## config.mk

```make
export PLATFORM = sky130hd
export DESIGN_NAME = pc_predict_unit
export DESIGN_NICKNAME = d
export VERILOG_FILES = /design/src/rtl/pc_predict_unit.sv
export SDC_FILE = /design/constraint.sdc
export NUM_CORES = 1
export LEC_CHECK = 0
export ABC_AREA = 1
export CORE_MARGIN = 2
export CORE_UTILIZATION = 34
export DETAILED_ROUTE_END_ITERATION = 10
export PLACE_DENSITY_LB_ADDON = 0.2
export SYNTH_ARGS = -nofsm -noshare
export SYNTH_HDL_FRONTEND = slang
export SYNTH_SLANG_ARGS = --single-unit
```

## constraint.sdc

```tcl
create_clock -name clk -period 1.4 [get_ports clk]
set_clock_uncertainty 0.1 [all_clocks]
set_input_delay 0.14 -clock clk [delete_from_list [all_inputs] [get_ports clk]]
set_output_delay 0.14 -clock clk [all_outputs]
set_load 0.005 [all_outputs]
```

## src/rtl/pc_predict_unit.sv

```systemverilog
// pc_predict_unit: fetch PC register with an optional branch target buffer.
// Build macro PC_PREDICT_BTB_EN adds a direct-mapped BTB with 2-bit
// saturating direction counters. Without it, the next PC is chosen as
// redirect > stall (hold) > sequential (+4), and the upd_* ports are ignored.
module pc_predict_unit #(
  parameter int                WORD_W    = 32,
  parameter int                BTB_DEPTH = 16,
  parameter logic [WORD_W-1:0] RESET_PC  = '0
) (
  input  logic              clk,
  input  logic              reset,
  input  logic              stall,
  input  logic              redirect_valid,
  input  logic [WORD_W-1:0] redirect_pc,
  input  logic              upd_valid,
  input  logic [WORD_W-1:0] upd_pc,
  input  logic [WORD_W-1:0] upd_target,
  input  logic              upd_taken,
  output logic [WORD_W-1:0] current_pc,
  output logic              pred_taken
);

  logic [WORD_W-1:0] r_pc;
  logic [WORD_W-1:0] w_pc_inc;
  logic [WORD_W-1:0] w_next_pc;
  logic              w_pred_taken;
  logic [WORD_W-1:0] w_pred_target;

  // Sequential fetch address; the addition wraps naturally at 2^WORD_W.
  assign w_pc_inc = r_pc + WORD_W'(4);

`ifdef PC_PREDICT_BTB_EN
  localparam int IDX_W = $clog2(BTB_DEPTH);
  localparam int TAG_W = WORD_W - IDX_W - 2;

  // Valid bits and counters carry reset state; tags and targets do not,
  // since a cleared valid bit makes their contents irrelevant.
  logic [BTB_DEPTH-1:0] r_valid;
  logic [1:0]           r_ctr    [BTB_DEPTH];
  logic [TAG_W-1:0]     r_tag    [BTB_DEPTH];
  logic [WORD_W-1:0]    r_target [BTB_DEPTH];

  logic [IDX_W-1:0] w_rd_idx;
  logic [TAG_W-1:0] w_rd_tag;
  logic             w_rd_hit;
  logic [IDX_W-1:0] w_upd_idx;
  logic [TAG_W-1:0] w_upd_tag;
  logic             w_upd_hit;
  logic [1:0]       w_ctr_cur;
  logic [1:0]       w_ctr_new;
  logic             w_unused;

  // Lookup for the current fetch PC; the byte offset bits take no part.
  assign w_rd_idx      = r_pc[IDX_W+1:2];
  assign w_rd_tag      = r_pc[WORD_W-1:IDX_W+2];
  assign w_rd_hit      = r_valid[w_rd_idx] && (r_tag[w_rd_idx] == w_rd_tag);
  assign w_pred_taken  = w_rd_hit && r_ctr[w_rd_idx][1];
  assign w_pred_target = r_target[w_rd_idx];

  // Lookup for the resolved branch being written back.
  assign w_upd_idx = upd_pc[IDX_W+1:2];
  assign w_upd_tag = upd_pc[WORD_W-1:IDX_W+2];
  assign w_upd_hit = r_valid[w_upd_idx] && (r_tag[w_upd_idx] == w_upd_tag);
  assign w_ctr_cur = r_ctr[w_upd_idx];
  assign w_unused  = ^upd_pc[1:0];

  // Saturating counter step toward the resolved direction.
  always_comb begin
    // NOTE: assigning a default first means every path drives w_ctr_new, so no latch is inferred.
    w_ctr_new = w_ctr_cur;
    if (upd_taken) begin
      if (w_ctr_cur != 2'b11) w_ctr_new = w_ctr_cur + 2'b01;
    end else begin
      if (w_ctr_cur != 2'b00) w_ctr_new = w_ctr_cur - 2'b01;
    end
  end

  // Valid bits and counters: reset clears them and abandons a coinciding update.
  always_ff @(posedge clk) begin
    // NOTE: only the state that decides a hit is reset; the large tag/target arrays are left unreset.
    if (reset) begin
      r_valid <= '0;
      for (int i = 0; i < BTB_DEPTH; i++) r_ctr[i] <= 2'b01;
    end else if (upd_valid) begin
      if (w_upd_hit) begin
        r_ctr[w_upd_idx] <= w_ctr_new;
      end else if (upd_taken) begin
        r_valid[w_upd_idx] <= 1'b1;
        r_ctr[w_upd_idx]   <= 2'b10;
      end
    end
  end

  // Tag and target payload, written on any taken update (hit refresh or allocation).
  always_ff @(posedge clk) begin
    if (!reset && upd_valid && upd_taken) begin
      r_tag[w_upd_idx]    <= w_upd_tag;
      r_target[w_upd_idx] <= upd_target;
    end
  end
`else
  logic w_unused;

  assign w_pred_taken  = 1'b0;
  assign w_pred_target = '0;
  assign w_unused      = ^{upd_valid, upd_pc, upd_target, upd_taken};
`endif

  // Next-PC priority: redirect, then stall hold, then predicted target, then +4.
  always_comb begin
    w_next_pc = w_pc_inc;
    if (redirect_valid)    w_next_pc = redirect_pc;
    else if (stall)        w_next_pc = r_pc;
    else if (w_pred_taken) w_next_pc = w_pred_target;
  end

  // Fetch PC register.
  always_ff @(posedge clk) begin
    // NOTE: non-blocking assignment so every register samples pre-edge values.
    if (reset) r_pc <= RESET_PC;
    else       r_pc <= w_next_pc;
  end

  assign current_pc = r_pc;
  assign pred_taken = w_pred_taken;

endmodule

```

# Word level (Yosys, flattened, before mapping)
# Cells that the tools add are included.
word_totals:
  reg_bits: 32
  out_inout_bits: 33
  elab_cells: 5
op_classes:
  add_sub_neg: 1
  eq_ne: 1
  muxes: 2
ops:
  columns: ["cell", "count"]
  rows:
  - ["$mux W32", 2]
  - ["$add A32 B3 Y32 const B", 1]
  - ["$ne A2 B1 Y1 const B", 1]

# Logic depth before layout (Yosys ltp)
# Gate-level depths: netlist (run 1).
depth:
  depth_word: 3
  ltp_mapped: 9
  ltp_nobuf: 9

# Worst setup path before layout (run 1)
# OpenSTA, ideal clock, no wires.
synth_timing:
  path_type: "flip-flop to flip-flop"
  startpoint: "register r_pc[3], in the netlist current_pc[3]"
  endpoint: "register r_pc[26], in the netlist current_pc[26]"
  setup_ns: 0.132
  t_arrival_ns: 1.212
  required_time_ns: 1.168
  path_slack_ns: -0.044
  path_stages_with_launch: 9
  path_cell_list: "dfxtp_1 ha_1 nand2_2 nor2_4 nand2_4 nor2_4 nand3_1 nand3_1 a21oi_1"
synth_via:
  elab_chain_len: 3
synth_lines:
  columns: ["item", "line", "text"]
  rows:
  - ["start: declaration", "23", "logic [WORD_W-1:0] r_pc;"]
  - ["start signal: assignment", "121", "else r_pc <= w_next_pc;"]
  - ["$add A32 B3 Y32", "30", "assign w_pc_inc = r_pc + WORD_W'(4);"]
  - ["$mux W32", "113", "else if (stall) w_next_pc = r_pc;"]
  - ["$mux W32", "112", "if (redirect_valid) w_next_pc = redirect_pc;"]
# Every way passes these cells. The select of a mux whose other input is x is not followed.
# A chain may end at the register's enable or synchronous reset.

# Final worst setup path (run 1)
layout_timing:
  startpoint: "register r_pc[3], in the netlist current_pc[3]"
  endpoint: "register r_pc[20], in the netlist current_pc[20]"
# The elaborated chain is that of the path after synthesis.

==> implementation parameters, run 1 <==
Parameter                              Value

Outcome
  Outcome    finished, violations left
  Violations in the final reports    negative setup slack

Worst setup path
  Required @ worst endpoint    1.52 ns
  Kind of cell with the highest combined delay on the critical path    simple AND/OR/NAND/NOR gates
  Maximum net fanout on the critical path    5
  Cell with the largest stage delay on the worst path    dfxtp_2
  Worst reg2reg setup slack    -0.11 ns
  Class of the most critical setup path    reg -> reg
  Worst endpoint data arrival time    1.63 ns
  Register-to-Register Path Depth    9
  Delay of the slowest cell on the worst path    0.35 ns
  CP Launch Type    flop
  Element type at the critical path end    flop
  Count of buffering cells on the critical path with inverters included    0
  Worst reg2reg path endpoint    current_pc[20]$_SDFFE_PP0N_
  Worst path cell trace    ha_4 > nand2_4 > nor2_4 > nand2_4 > nor2_4 > nand2_1 > nand2_1 > nand3_1 > a21oi_1
  FF-to-FF Start    current_pc[3]$_SDFFE_PP0N_

Place
  Inst Count DP    555
  Final Wtd Congestion    0.891
  Worst Setup Slack post-DPL    -0.190 ns
  Buffers added on ports    67
  Instance area after placement    3360 um2
  Post-DP HPWL    5420 um

Timing
  Final number of hold-violating endpoints    0
  Share of the cycle needed by the critical path after routing    108%
  Worst path setup slack after routing    -0.109 ns
  Final setup violating endpoints    16
  Final max-slew violation count    0
  Maximum achievable frequency    663 MHz
  Final critical delay including setup and external delays    1.51 ns
  RSZ-0062 raised after global routing    true
  Hold Worst Slack    0.320 ns

Die
  Initial Util    35.6%
  Total Die Area    7390 um2
  Core box area    6420 um2
  Die W    86.0 um
  Rows    29
  I/O Pins    135
  Die height    86.0 um

Logic synthesis
  Distinct cells, synth    29
  Synth Instances    375
  Number of enable flip-flop cells after synthesis    0
  Post-synth ARST share    0%
  Syn Std Cell Area    2280 um2
  Post-synth top flop    dfxtp_1
  Syn Area/Cell    6.09 um2
  Flip-flop and latch count after synthesis    32
  Fraction of the yosys area taken by sequential cells    28.1%
  Number of nets in the synthesized netlist    478
  Synth Warn #    0

Power
  Register share of total power    41.9%
  Pwr Density    633 nW/um2
  Power share of the clock group    31.8%
  Max VDD drop    344 uV
  Switching power    0.688 mW
  Internal power contribution    1.73 mW
  Leakage power summed over all cells    1.76 nW
  Logic pwr share    26.3%
  Switching portion of total power    28.4%

Route
  Iteration-0 DRC count of the detailed router    94
  Total wire length after detailed routing    7200 um
  Total via count after detailed routing    2778
  Number of DRC violations after detailed routing    0
  Post-DRT Antenna Nets    0
  Wire length per cell after detailed routing    12.2 um
  First-pass detailed-route iteration total    5
  Average via count per standard cell    4.71

Cells and area
  Register cell area after layout    683 um2
  Number of antenna repair diodes    0
  Final std cells w/o fill    590
  Number of nets at the end of the flow    615
  Largest register FFs    32
  Number of fill cells    610
  Multi-input logic area    1510 um2
  Cell area after layout    3830 um2
  Fraction of final layout cells sized beyond drive strength 1    32.9%
  Area growth from synthesis to layout    67.7%
  End-of-flow core utilization    59.6%

Worst hold path
  Hold Path Stages    3
  Type of the most critical hold path    in -> reg
  Hold Path Sink    current_pc[6]$_SDFFE_PP0N_
  Startpoint of the tightest hold check path    redirect_pc[6]

Clock tree
  Clock root cell    clkbuf_8
  CTS Sinks    32
  Number of buffers inserted during clock tree synthesis    5
  Deepest level of the CTS H-tree    2
  CTS tree    yes
  CTS max path bufs    2
  CTS clk-pin slew, worst paths    0.07 ns
  Insertion delay to the later sink of the worst-skew pair    0.29 ns

Global route
  Global-route wire length before repair    12000 um
  GRT Total Usage    20.2%
  Antenna violations before repair    0
  Global route overflow    0
  Number of global-route vias before repair    2661
  Maximum number of pins on one net before global-route repair    15

Flow run
  Count of maximum capacitance violations    0
cell families (layout without fill, tap and decap cells):
| logic type | Yosys count | after routing | synth area share (%) |
|---|---|---|---|
| buf+inv | 66 | 204 | 12.5 |
| compound gates | 62 | 62 | 14.1 |
| simple gates | 207 | 207 | 42.3 |
| flops | 32 | 32 | 28.1 |
| fa+ha+maj | 1 | 1 | 0.548 |
| other cells | 1 | 1 | 0.164 |
| xor+xnor | 6 | 6 | 2.30 |
power by group through the flow:
stage / Clock (mW) / Combinational [mW] / Sequential [mW]
final: 0.771 / 0.638 / 1.01
after global routing: 0.833 / 0.703 / 1.02
after CTS: 0.790 / 0.635 / 1.01
after detailed placement: 0 / 0.580 / 1.04
after global placement: 0 / 0.574 / 1.04
after floorplan: 0 / 0.206 / 1.05
repair_timing:
item / 4_1_cts / 5_1_grt
endpoints found under the setup margin: 49 / 28
setup buffers: 24 / 3
cloned: 0 / 0
gates resized for setup: 76 / 30
pin swaps: 19 / 10
hold buffers: 0 / 0
per-stage QoR:
step | TNS (ns) | total power, mW
4_1_cts | -0.397 | 2.44
2_1_floorplan | 0 | 1.26
3_3_place_gp | -3.69 | 1.61
6_report | -0.633 | 2.42
3_5_place_dp | -4.57 | 1.62
5_1_grt | -2.55 | 2.56
per-layer routing:
metal	wire length, um	part of all wire, %	vias up	track usage, %
met5	0	0	-	0
met2	3450	48	60	35.1
li1	-	-	1457	-
met1	3290	46	1249	25.4
met4	125	1.7	0	5.92
met3	343	4.8	12	3.66
worst reg2reg max path, delay by kind of cell (launching register included):
kind	cells	cell delay (ns)
AO/OA/AOI/OAI	1	0.14
AND/OR/NAND/NOR	7	0.69
adder cells (fa/ha/maj)	1	0.15
flip-flops	1	0.35
cell usage after synthesis (3+ instances only):
master / count / area (um2)
nand2_1: 109 / 409
dfxtp_1: 32 / 641
o21ai_1: 7 / 35.0
and2_1: 3 / 18.8
nor2_1: 31 / 116
xor2_1: 3 / 26.3
nand2_2: 7 / 43.8
o21ai_0: 25 / 125
nand3_1: 36 / 180
nor2_2: 6 / 37.5
nor2_4: 11 / 124
xnor2_1: 3 / 26.3
a31oi_1: 5 / 31.3
a21oi_1: 23 / 115
buf_6: 4 / 45.0
clkbuf_1: 3 / 11.3
inv_1: 52 / 195
cell usage in the layout (no fill, tap or decap), types with 2 or more instances in the layout:
cell type        instances
xnor2_1                  3
a21oi_2                  2
buf_4                   70
dfxtp_2                 28
nand3_1                 34
nand3_2                  2
dfxtp_1                  2
nor2_4                  19
o21ai_1                 10
a21oi_1                 21
a31oi_1                  5
and2_1                   3
inv_1                   51
clkdlybuf4s50_1         37
dfxtp_4                  2
o21ai_0                 21
xor2_1                   3
nand2_1                 99
inv_2                    3
clkbuf_8                 6
buf_12                   3
nor2_2                  11
nor2_1                  18
nand2_4                  6
clkbuf_1                 2
nand2_2                 13
dlygate4sd2_1           26
dlymetal6s2s_1           4
worst max path at each step:
stage	from	to	slack [ns]	cells after the start
5_1_grt	current_pc[3]$_SDFFE_PP0N_	current_pc[26]$_SDFFE_PP0N_	-0.19	9
4_1_cts	current_pc[3]$_SDFFE_PP0N_	current_pc[20]$_SDFFE_PP0N_	-0.09	9
3_3_place_gp	stall	current_pc[26]$_SDFFE_PP0N_	-0.18	8
6_report	current_pc[3]$_SDFFE_PP0N_	current_pc[20]$_SDFFE_PP0N_	-0.11	9
3_5_place_dp	redirect_valid	current_pc[23]$_SDFFE_PP0N_	-0.19	7
2_1_floorplan	current_pc[3]$_SDFFE_PP0N_	current_pc[28]$_SDFFE_PP0N_	0.004	8
layout make-up:
type / instances / area share [%]
timing repair buffer: 141 / 32.5
inverter: 55 / 5.39
multi-input combinational: 277 / 39.4
clock buffer: 8 / 2.35
tap: 77 / 2.52
sequential: 32 / 17.8
(Power assumes the default switching activity.)
==> run 2: changes to the inputs <==
Settings changed: CORE_MARGIN 2 to 10, REMOVE_ABC_BUFFERS set to 1.
==> implementation parameters, run 2 (synthesis gave the netlist of run 1 again) <==
Parameter                              Value

Outcome
  Outcome    finished, violations left
  Violations in the final reports    negative setup slack

Route
  Total wire length after detailed routing    8030 um
  Number of DRC violations after detailed routing    0
  Wire length per cell after detailed routing    13.9 um
  Average via count per standard cell    4.81
  Total via count after detailed routing    2775
  Post-DRT Antenna Nets    0
  First-pass detailed-route iteration total    4
  Iteration-0 DRC count of the detailed router    90

Cells and area
  Number of antenna repair diodes    0
  Final std cells w/o fill    577
  Cell area after layout    3720 um2
  Fraction of final layout cells sized beyond drive strength 1    31.0%
  Number of nets at the end of the flow    602
  Leading cell types in the layout, fill and taps excluded    nand2_1 (107), buf_4 (57), inv_1 (52), clkdlybuf4s50_1 (36), nand3_1 (30)
  Area growth from synthesis to layout    62.8%
  End-of-flow core utilization    57.9%
  Most common library cell in the layout ignoring fill and taps    nand2_1
  Largest register FFs    32

Worst setup path
  Beginning of the critical path    current_pc[2]$_SDFFE_PP0N_
  Delay of the slowest cell on the worst path    0.36 ns
  Cell with the largest stage delay on the worst path    dfxtp_2
  Count of buffering cells on the critical path with inverters included    0
  Worst endpoint data arrival time    1.65 ns
  Kind of cell with the highest combined delay on the critical path    simple AND/OR/NAND/NOR gates
  Maximum net fanout on the critical path    6
  Element type at the critical path end    flop
  Class of the most critical setup path    reg -> reg
  CP Launch Type    flop
  Worst path cell trace    ha_4 > nand2_4 > nor2_4 > nand2_4 > nor2_4 > nand2_1 > nand2_1 > nand3_2 > a21oi_2
  Required @ worst endpoint    1.52 ns
  FF-to-FF Start    current_pc[2]$_SDFFE_PP0N_

Power
  Pwr Density    650 nW/um2
  Max VDD drop    531 uV
  Leakage power summed over all cells    1.68 nW
  Post-layout power    2.42 mW

Timing
  Setup TNS    -1.32 ns
  Hold Worst Slack    0.319 ns
  Maximum achievable frequency    653 MHz
  Final setup violating endpoints    22
  Final max-slew violation count    0
  Final critical delay including setup and external delays    1.53 ns
  Share of the cycle needed by the critical path after routing    109%
  RSZ-0062 raised after global routing    true
  Final number of hold-violating endpoints    0
  Worst path setup slack after routing    -0.131 ns

Clock tree
  CTS Sinks    32
  Insertion delay to the later sink of the worst-skew pair    0.30 ns
  Deepest level of the CTS H-tree    2
  Number of buffers inserted during clock tree synthesis    5
  CTS tree    yes
  CTS clk-pin slew, worst paths    0.07 ns
  CTS max path bufs    2
  Post-CTS Hold Buffers    0
  Clock root cell    clkbuf_8

Worst hold path
  Startpoint of the tightest hold check path    redirect_pc[6]
  Type of the most critical hold path    in -> reg

Global route
  Number of global-route vias before repair    2895
  Antenna violations before repair    0
  Maximum number of pins on one net before global-route repair    18
  Global route overflow    0
  Global-route wire length before repair    13200 um
  GRT Total Usage    15.6%

Die
  Core box area    6420 um2
  Rows    29
  Die height    102 um
  Die W    102 um
  Initial Util    35.6%
  Total Die Area    10400 um2
  I/O Pins    135

Flow run
  Count of maximum capacitance violations    0

Place
  Instance area after placement    3350 um2
  Final Wtd Congestion    0.925
  Inst Count DP    553
  Post-DP HPWL    6080 um
  Worst Setup Slack post-DPL    -0.224 ns
  Buffers added on ports    67
## run 2: worst min-delay path, stage by stage
cell	delay, ns
clkdlybuf4s50_1	0.39
nand2_1	0.07
a31oi_1	0.07
## run 2: cell type report
type / instances / area, um2
Inverter: 55 / 206
Multi-Input combinational cell: 277 / 1490
Clock buffer: 6 / 82.6
Sequential cell: 32 / 683
Fill cell: 648 / 2700
Tap cell: 77 / 96.3
Clock inverter: 2 / 10.0
Timing Repair Buffer: 128 / 1150
## run 2: metal layers
| metal | GRT usage (%) | routed length (um) | vias to the layer above |
|---|---|---|---|
| li1 | - | - | 1419 |
| met1 | 17.2 | 3360 | 1256 |
| met2 | 27.7 | 3810 | 87 |
| met3 | 5.20 | 711 | 13 |
| met4 | 4.99 | 147 | 0 |
| met5 | 0 | 0 | - |
## run 2: worst paths after layout
path | depth (start not counted) | endpoint | slack, ns
min | 3 | current_pc[6]$_SDFFE_PP0N_ | 0.32
max | 9 | current_pc[20]$_SDFFE_PP0N_ | -0.13
min reg2reg | 2 | current_pc[0]$_SDFFE_PP0P_ | 0.42
max reg2reg | 9 | current_pc[20]$_SDFFE_PP0N_ | -0.13
## run 2: report_power, final
group,total [mW],internal [mW],switching [mW]
registers,1.03,0.975,0.0498
clock network,0.786,0.393,0.393
logic,0.606,0.333,0.273
## run 2: repair_timing
action                     CTS  global route
setup buffers               12             4
pin swaps                    8            23
setup endpoints to repair   50            29
gates resized for setup     71            30
==> run 3: changes to the inputs <==
Clock period 1.4 ns to 1.3 ns, I/O delays scaled along.
==> implementation parameters, run 3 (synthesis gave the netlist of run 1 again) <==
Parameter                              Value

Global route
  Antenna violations before repair    0
  Global route overflow    0
  Maximum number of pins on one net before global-route repair    17
  Number of global-route vias before repair    2827
  Global-route wire length before repair    13000 um
  GRT Total Usage    15.5%

Timing
  Share of the cycle needed by the critical path after routing    115%
  Maximum achievable frequency    666 MHz
  Final setup violating endpoints    25
  RSZ-0062 raised after global routing    true
  Final number of hold-violating endpoints    0
  Final critical delay including setup and external delays    1.50 ns
  Final max-slew violation count    0
  Worst path setup slack after routing    -0.201 ns
  Hold Worst Slack    0.310 ns

Clock tree
  Insertion delay to the later sink of the worst-skew pair    0.29 ns
  CTS tree    yes
  Deepest level of the CTS H-tree    2
  CTS max path bufs    2
  CTS clk-pin slew, worst paths    0.08 ns
  CTS Sinks    32
  Clock root cell    clkbuf_8
  Number of buffers inserted during clock tree synthesis    5

Place
  Instance area after placement    3380 um2
  Worst Setup Slack post-DPL    -0.301 ns
  Post-DP HPWL    6110 um
  Inst Count DP    558
  Buffers added on ports    67
  Final Wtd Congestion    0.935

Power
  Leakage power summed over all cells    1.61 nW
  Max VDD drop    381 uV
  Switching portion of total power    29.4%
  Pwr Density    692 nW/um2
  Register share of total power    43.6%
  Power share of the clock group    30.4%
  Logic pwr share    26.0%
  Internal power contribution    1.78 mW
  Switching power    0.743 mW

Die
  Initial Util    35.6%
  Core box area    6420 um2
  I/O Pins    135
  Die W    102 um
  Total Die Area    10400 um2
  Die height    102 um
  Rows    29

Route
  First-pass detailed-route iteration total    4
  Total wire length after detailed routing    7860 um
  Number of DRC violations after detailed routing    0
  Wire length per cell after detailed routing    13.6 um
  Post-DRT Antenna Nets    0
  Total via count after detailed routing    2732
  Average via count per standard cell    4.72
  Iteration-0 DRC count of the detailed router    91

Worst setup path
  Worst endpoint data arrival time    1.58 ns
  Delay of the slowest cell on the worst path    0.36 ns
  CP Launch Type    flop
  Class of the most critical setup path    reg -> reg
  Cell with the largest stage delay on the worst path    dfxtp_2
  Worst path cell trace    ha_4 > nand2_4 > nor2_4 > nand2_4 > nor2_4 > buf_4 > nand2_1 > nand3_1 > a31oi_1
  Required @ worst endpoint    1.38 ns
  Maximum net fanout on the critical path    6
  Element type at the critical path end    flop

Outcome
  Violations in the final reports    negative setup slack
  Outcome    finished, violations left

Cells and area
  Most common library cell in the layout ignoring fill and taps    nand2_1
  Area growth from synthesis to layout    59.8%
  Number of nets at the end of the flow    605
  Fraction of final layout cells sized beyond drive strength 1    29.3%
  Final std cells w/o fill    579
  Cell area after layout    3650 um2
  Number of antenna repair diodes    0
  Largest register FFs    32
  Number of fill cells    647
  Leading cell types in the layout, fill and taps excluded    nand2_1 (106), buf_4 (61), inv_1 (51), nand3_1 (36), clkdlybuf4s50_1 (36)

Worst hold path
  Type of the most critical hold path    in -> reg

Flow run
  Count of maximum capacitance violations    0
## run 3: cell count changes in the layout (fill, tap and decap cells not counted), sizes merged
cell,change
dlymetal6s2s,-4
buf,+3
dlygate4sd2,+3
clkdlybuf4s15,+1
clkinv,-1
## run 3: power groups by stage
stage / Combinational [mW] / Clock [mW] / Sequential [mW]
global route: 0.724 / 0.820 / 1.11
global placement: 0.637 / 0 / 1.12
CTS: 0.651 / 0.779 / 1.10
detailed placement: 0.645 / 0 / 1.12
floorplan: 0.182 / 0 / 1.13
finish: 0.656 / 0.766 / 1.10
## run 3: per-layer routing
layer  track usage, %  routed length [um]  part of all wire, %  up-vias
li1                 -                   -                    -     1433
met1             17.3                3500                   45     1223
met2             27.9                3810                   48       67
met3             4.12                 455                  5.8        9
met4             4.99                  90                  1.1        0
met5                0                   0                    0        -
## run 3: final cells by class
type	count	area [um2]	share of cell area (%)
multi-input cells	277	1440	39.5
clock inverters	1	5.00	0.137
clock buffers	6	72.6	1.99
repair buffers	131	1150	31.5
flip-flops and latches	32	677	18.6
well taps	77	96.3	2.64
inverters	55	206	5.66
## run 3: stage by stage
step	total power, mW	TNS, ns	util (%)
6_report	2.52	-3.25	56.8
5_1_grt	2.65	-5.85	56.8
4_1_cts	2.53	-3.44	55.9
3_5_place_dp	1.76	-7.68	52.7
3_3_place_gp	1.76	-6.73	52.7
2_1_floorplan	1.31	-1.60	-
## run 3: repair_timing
| item | in CTS | in global routing |
|---|---|---|
| hold buffers | 0 | 0 |
| setup buffers | 12 | 2 |
| hold endpoints to repair | 0 | 0 |
| gates resized for setup | 71 | 18 |
| setup endpoints to repair | 58 | 29 |
| pin swaps | 11 | 12 |
## run 3: critical path, delay by kind of cell, from the launching register on
| family | cells | cell delay, ns |
|---|---|---|
| flops | 1 | 0.36 |
| buf+inv | 1 | 0.13 |
| compound gates | 1 | 0.07 |
| fa+ha+maj | 1 | 0.16 |
| simple gates | 6 | 0.57 |
## run 3: worst paths after layout
path,startpoint,end,slack [ns],cells after the start
worst max-delay path,current_pc[3]$_SDFFE_PP0N_,current_pc[12]$_SDFFE_PP0N_,-0.20,9
worst min-delay path,redirect_pc[6],current_pc[6]$_SDFFE_PP0N_,0.31,3
worst min register to register,current_pc[0]$_SDFFE_PP0P_,current_pc[0]$_SDFFE_PP0P_,0.42,2
worst max register to register,current_pc[3]$_SDFFE_PP0N_,current_pc[12]$_SDFFE_PP0N_,-0.20,9
